[src/rtl/thread_fetch_scheduler_pkg.sv]
// Shared sizing and types for the thread fetch scheduler.
package thread_fetch_scheduler_pkg;
  localparam int INST_ADDR_WIDTH = 9;
  localparam int THREAD_BITS     = 2;
  localparam int NUM_THREADS     = 2 ** THREAD_BITS;

  typedef logic [THREAD_BITS-1:0]     thread_id_t;
  typedef logic [INST_ADDR_WIDTH-1:0] pc_t;
endpackage

[src/rtl/thread_fetch_scheduler_rr_pick.sv]
// Combinational round-robin selector: first requester after last_grant, wrapping.
module rr_pick
  import thread_fetch_scheduler_pkg::*;
#(
  parameter int NUM_REQ = NUM_THREADS,
  parameter int ID_BITS = THREAD_BITS
) (
  input  logic [NUM_REQ-1:0] req,
  input  logic [ID_BITS-1:0] last_grant,
  output logic               grant_valid,
  output logic [ID_BITS-1:0] grant_id
);
  logic [ID_BITS-1:0] idx;

  // Walk last_grant+1 .. last_grant+NUM_REQ; the id width makes the wrap free.
  always_comb begin
    grant_valid = 1'b0;
    grant_id    = last_grant;
    idx         = last_grant;
    for (int i = 1; i <= NUM_REQ; i++) begin
      idx = last_grant + ID_BITS'(i);
      if (!grant_valid && req[idx]) begin
        grant_valid = 1'b1;
        grant_id    = idx;
      end
    end
  end
endmodule

[src/rtl/thread_fetch_scheduler.sv]
// Per-thread PC holder and round-robin fetch issuer with branch blocking.
module thread_fetch_scheduler
  import thread_fetch_scheduler_pkg::*;
(
  input  logic                   clk,
  input  logic                   reset,
  input  logic                   en,
  input  logic [NUM_THREADS-1:0] thread_enable,
  input  logic                   pc_load,
  input  thread_id_t             pc_load_thread,
  input  pc_t                    pc_load_value,
  input  logic                   dec_branch,
  input  thread_id_t             dec_thread_id,
  input  logic                   br_resolve,
  input  thread_id_t             br_thread_id,
  input  logic                   br_taken,
  input  pc_t                    br_target,
  output logic                   fetch_valid,
  output pc_t                    fetch_pc,
  output thread_id_t             fetch_thread_id,
  output logic [NUM_THREADS-1:0] thread_blocked,
  output logic                   idle
);
  pc_t [NUM_THREADS-1:0]  pc;
  logic [NUM_THREADS-1:0] blocked;
  logic [NUM_THREADS-1:0] eligible;
  thread_id_t             last_grant;
  thread_id_t             grant_id;
  logic                   cooldown;
  logic                   grant_valid;
  logic                   advance;

  assign advance = en && grant_valid;

  // A thread may issue when enabled, not waiting on a branch, and not the one
  // that issued last cycle (decode needs that cycle to flag a branch).
  always_comb begin
    eligible = '0;
    for (int t = 0; t < NUM_THREADS; t++)
      eligible[t] = thread_enable[t] && !blocked[t] &&
                    !(cooldown && (last_grant == thread_id_t'(t)));
  end

  rr_pick #(.NUM_REQ(NUM_THREADS), .ID_BITS(THREAD_BITS)) u_pick (
    .req        (eligible),
    .last_grant (last_grant),
    .grant_valid(grant_valid),
    .grant_id   (grant_id)
  );

  // Per-thread PC and block flag; load beats redirect beats issue increment.
  always_ff @(posedge clk or posedge reset) begin
    if (reset) begin
      pc      <= '0;
      blocked <= '0;
    end else begin
      for (int t = 0; t < NUM_THREADS; t++) begin
        if (pc_load && pc_load_thread == thread_id_t'(t))
          pc[t] <= pc_load_value;
        else if (br_resolve && br_taken && br_thread_id == thread_id_t'(t))
          pc[t] <= br_target;
        else if (advance && grant_id == thread_id_t'(t))
          pc[t] <= pc[t] + 1'b1;

        if (pc_load && pc_load_thread == thread_id_t'(t))
          blocked[t] <= 1'b0;
        else if (dec_branch && dec_thread_id == thread_id_t'(t))
          blocked[t] <= 1'b1;
        else if (br_resolve && br_thread_id == thread_id_t'(t))
          blocked[t] <= 1'b0;
      end
    end
  end

  // Issue register and round-robin pointer; everything frozen while en=0.
  always_ff @(posedge clk or posedge reset) begin
    if (reset) begin
      fetch_valid     <= 1'b0;
      fetch_pc        <= '0;
      fetch_thread_id <= '0;
      last_grant      <= thread_id_t'(NUM_THREADS - 1);
      cooldown        <= 1'b0;
    end else if (en) begin
      if (grant_valid) begin
        fetch_valid     <= 1'b1;
        fetch_pc        <= pc[grant_id];
        fetch_thread_id <= grant_id;
        last_grant      <= grant_id;
        cooldown        <= 1'b1;
      end else begin
        fetch_valid <= 1'b0;
        cooldown    <= 1'b0;
      end
    end
  end

  assign thread_blocked = blocked;
  assign idle           = ~|thread_enable;
endmodule

[config.mk]
export PLATFORM = sky130hd
export DESIGN_NAME = thread_fetch_scheduler
export DESIGN_NICKNAME = d
export VERILOG_FILES = /design/src/rtl/thread_fetch_scheduler_pkg.sv /design/src/rtl/thread_fetch_scheduler_rr_pick.sv /design/src/rtl/thread_fetch_scheduler.sv
export SDC_FILE = /design/constraint.sdc
export NUM_CORES = 1
export LEC_CHECK = 0
export BUFFER_PORTS_ARGS = -buffer_cell sky130_fd_sc_hd__buf_2
export CORE_MARGIN = 2
export CORE_UTILIZATION = 42
export CTS_CLUSTER_DIAMETER = 30
export CTS_CLUSTER_SIZE = 24
export DETAILED_ROUTE_END_ITERATION = 10
export GPL_ROUTABILITY_DRIVEN = 0
export GPL_TIMING_DRIVEN = 0
export RECOVER_POWER = 25
export SLEW_MARGIN = 15
export SYNTH_ARGS = -nofsm -noshare
export SYNTH_HDL_FRONTEND = slang
export SYNTH_HIERARCHICAL = 1
export SYNTH_SLANG_ARGS = --single-unit
[constraint.sdc]
create_clock -name clk -period 2.5 [get_ports clk]
set_clock_uncertainty 0.1 [all_clocks]
set_input_delay 0.5 -clock clk [delete_from_list [all_inputs] [get_ports clk]]
set_output_delay 0.5 -clock clk [all_outputs]
set_load 0.02 [all_outputs]
==> load_flow_metrics.sql <==
INSERT INTO impl_metrics (metric_group, metric, value, unit) VALUES
('run_status', 'status', 'finished, violations left', ''),
('run_status', 'violations', 'negative setup slack', ''),
('worst_hold_path', 'min_to', 'cooldown', ''),
('floorplanning', 'dieWidth', '97.1', 'um'),
('timing', 'worst_slack_setup_final', '-0.153', 'ns'),
('power_and_ir_drop', 'power.static_leakage', '1.91', 'nW'),
('power_and_ir_drop', 'combinational_share_of_power', '0.553', ''),
('routing', 'vias_per_cell', '6.28', ''),
('worst_hold_path', 'number_of_stages_on_the_worst_hold_path', '2', ''),
('clocking', 'clk_pin_slew_worst_paths', '0.10', 'ns'),
('grt', 'first_global_vias', '3356', ''),
('clocking', 'worstSkewPairLatency', '0.32', 'ns'),
('routing', 'drt_pass1_iterations', '6', ''),
('timing', 'fin_setup_tns', '-2.18', 'ns'),
('clocking', 'cts_tree', 'built', ''),
('finish', 'final_layout_size_suffix_gt1_frac', '0.345', ''),
('floorplanning', 'start_util', '0.439', ''),
('setup_path', 'type_of_origin_of_the_critical_path', 'register', ''),
('placed_design', 'post_dp_cell_area', '4040', 'um^2'),
('logic_synthesis', 'post_synth_inst_count', '393', ''),
('timing', 'unrepaired_setup_endpoints_after_global_routing', 'true', ''),
('clocking', 'cts_made_buffers', '5', ''),
('routing', 'post_drt_wl_per_cell', '20.1', 'um'),
('setup_path', 'nature_of_the_critical_path_endpoint', 'register', ''),
('grt', 'grt_remaining_overflow', '0', ''),
('timing', 'setup_viol', '32', ''),
('power_and_ir_drop', 'powerDensity', '1090', 'nW/um^2'),
('setup_path', 'timing.rr.start', 'last_grant[0]', ''),
('grt', 'global_route_wire_length_before_repair', '18100', 'um'),
('finish', 'num_antenna_cells', '0', ''),
('logic_synthesis', 'synth_seq_area_share', '0.372', ''),
('clocking', 'cts_sinks', '54', ''),
('routing', 'detailroute.via_count', '3659', ''),
('grt', 'grt_max_degree', '55', ''),
('floorplanning', 'fp.dieArea', '9430', 'um^2'),
('timing', 'slew_violations', '0', ''),
('setup_path', 'critical_path.max_fanout', '6', ''),
('finish', 'final_design_area_no_fill', '4570', 'um^2'),
('logic_synthesis', 'ys_ff_latch', '54', ''),
('routing', 'detailedRoute.firstIterationViolations', '298', ''),
('routing', 'drt.antenna.violating_nets', '0', ''),
('power_and_ir_drop', 'power.internal', '2.91', 'mW'),
('timing', 'fin_hold_ws', '0.348', 'ns'),
('clocking', 'cts_hold_buffers', '0', ''),
('floorplanning', 'fp.dieH', '97.1', 'um'),
('placed_design', 'port-buffer-count', '50', ''),
('setup_path', 'critPathRequiredTime', '2.61', 'ns'),
('flow_run', 'maxcap_viol_count', '0', ''),
('logic_synthesis', 'nets_in_the_synthesized_netlist', '432', ''),
('placed_design', 'hpwl', '8390', 'um'),
('setup_path', 'critical_path.reg2reg.endpoint', 'fetch_pc[7]', ''),
('power_and_ir_drop', 'power.share.switching', '0.412', ''),
('clocking', 'cts-root-buf', 'sky130_fd_sc_hd__clkbuf_8', ''),
('power_and_ir_drop', 'power.share.clock', '0.107', ''),
('timing', 'fmax', '0.377', 'GHz'),
('logic_synthesis', 'netlist_area', '3640', 'um^2'),
('setup_path', 'ff2ff_path_depth', '9', ''),
('logic_synthesis', 'number_of_enable_flip_flop_cells_after_synthesis', '0', ''),
('setup_path', 'register_to_register_setup_slack', '-0.15', 'ns'),
('logic_synthesis', 'yosysWarningCount', '6', ''),
('power_and_ir_drop', 'total_power', '4.95', 'mW'),
('timing', 'final_period_utilization', '1.06', ''),
('power_and_ir_drop', 'netSwitchingPower', '2.04', 'mW'),
('logic_synthesis', 'synth_async_sr_flop_share', '1.00', ''),
('finish', 'mostFrequentLayoutCell', 'sky130_fd_sc_hd__buf_2', ''),
('logic_synthesis', 'syn_area_per_cell', '9.26', 'um^2'),
('timing', 'timing.final.hold_violations', '0', ''),
('grt', 'global_route.usage.total', '0.243', ''),
('timing', 'min_period', '2.65', 'ns'),
('finish', 'final_core_utilization', '0.550', ''),
('clocking', 'cts_max_path_buffers', '2', '');
## cells in the mapped netlist, drive strengths merged (6+ instances only)
| cell type | count | share of area |
|---|---|---|
| buf | 18 | 0.033 |
| nor3 | 8 | 0.012 |
| o21ai | 31 | 0.043 |
| or3 | 7 | 0.012 |
| clkbuf | 6 | 0.0065 |
| nand4 | 9 | 0.020 |
| nand2 | 34 | 0.035 |
| inv | 10 | 0.010 |
| and3 | 6 | 0.011 |
| a21oi | 15 | 0.021 |
| nor2 | 30 | 0.031 |
| mux4 | 9 | 0.056 |
| xnor2 | 15 | 0.036 |
| a31oi | 14 | 0.024 |
| a22oi | 9 | 0.019 |
| dfrtp | 52 | 0.36 |
| o22ai | 17 | 0.029 |
| mux2 | 9 | 0.028 |
| nand3 | 21 | 0.029 |
## logic make-up after synthesis
group,synth area share
AOI/OAI and AO/OA,0.197
xor gates and xnor gates,0.0457
adders and majority gates,0.0138
buffers and inverters,0.0498
DFF,0.372
muxes,0.0890
and+or+nand+nor,0.232
## registers in the layout (all words and copies together), names as in the netlist
name and count:
last_grant 2, cooldown 1, thread_blocked 4, pc 36, fetch_pc 9, fetch_thread_id 2
## routing by layer
layer / wire, um / track usage
met5: 0 / 0
met4: 274 / 0.0704
met3: 750 / 0.0374
met2: 5430 / 0.387
met1: 5240 / 0.345
## worst max-delay path by stage
stage,startpoint,end
final,last_grant[0],fetch_pc[7]
after global routing,last_grant[0],pc[6]
after CTS,last_grant[1],fetch_pc[0]
after detailed placement,last_grant[0],pc[26]
after global placement,reset,cooldown
after floorplan,last_grant[0],pc[26]
## worst max-delay path, cell delays in order (launching register included)
cell and delay, ns:
sky130_fd_sc_hd__dfstp_2 0.42, sky130_fd_sc_hd__buf_4 0.14, sky130_fd_sc_hd__o311a_4 0.38, sky130_fd_sc_hd__a21oi_1 0.17
sky130_fd_sc_hd__a31oi_1 0.06, sky130_fd_sc_hd__a21oi_1 0.14, sky130_fd_sc_hd__buf_4 0.19, sky130_fd_sc_hd__buf_6 0.12
sky130_fd_sc_hd__mux4_2 0.53, sky130_fd_sc_hd__mux2_2 0.28
## per-stage QoR
stage | setup slack (ns) | instances
after CTS | -0.101 | 574
after global placement | -0.386 | 548
after global routing | -0.270 | 583
after detailed placement | -0.319 | 548
after floorplan | 0.0479 | 393
final | -0.153 | 583
## repair_timing
action | CTS | global route
cloned | 0 | 0
resized for setup | 26 | 30
endpoints found under the setup margin | 34 | 44
setup buffers | 18 | 9
pin swaps | 7 | 12
## layout make-up
| type | instances | area, um^2 | area share |
|---|---|---|---|
| repair buffers | 77 | 484 | 0.106 |
| clock buffers | 6 | 82.6 | 0.0181 |
| multi-input cells | 305 | 2290 | 0.502 |
| flip-flops and latches | 54 | 1360 | 0.297 |
| clock inverters | 2 | 12.5 | 0.00274 |
| well taps | 105 | 131 | 0.0288 |
| inverters | 10 | 37.5 | 0.00822 |
| plain buffers | 24 | 173 | 0.0378 |
## power by group through the flow
stage	Clock, mW	Combinational (mW)	Sequential, mW
after floorplan	0	1.51	1.67
final	0.531	2.74	1.68
after CTS	0.538	2.50	1.66
after global placement	0	2.08	1.67
after global routing	0.580	2.95	1.73
after detailed placement	0	2.12	1.68
No activity file was read; power rests on OpenSTA's default activity.
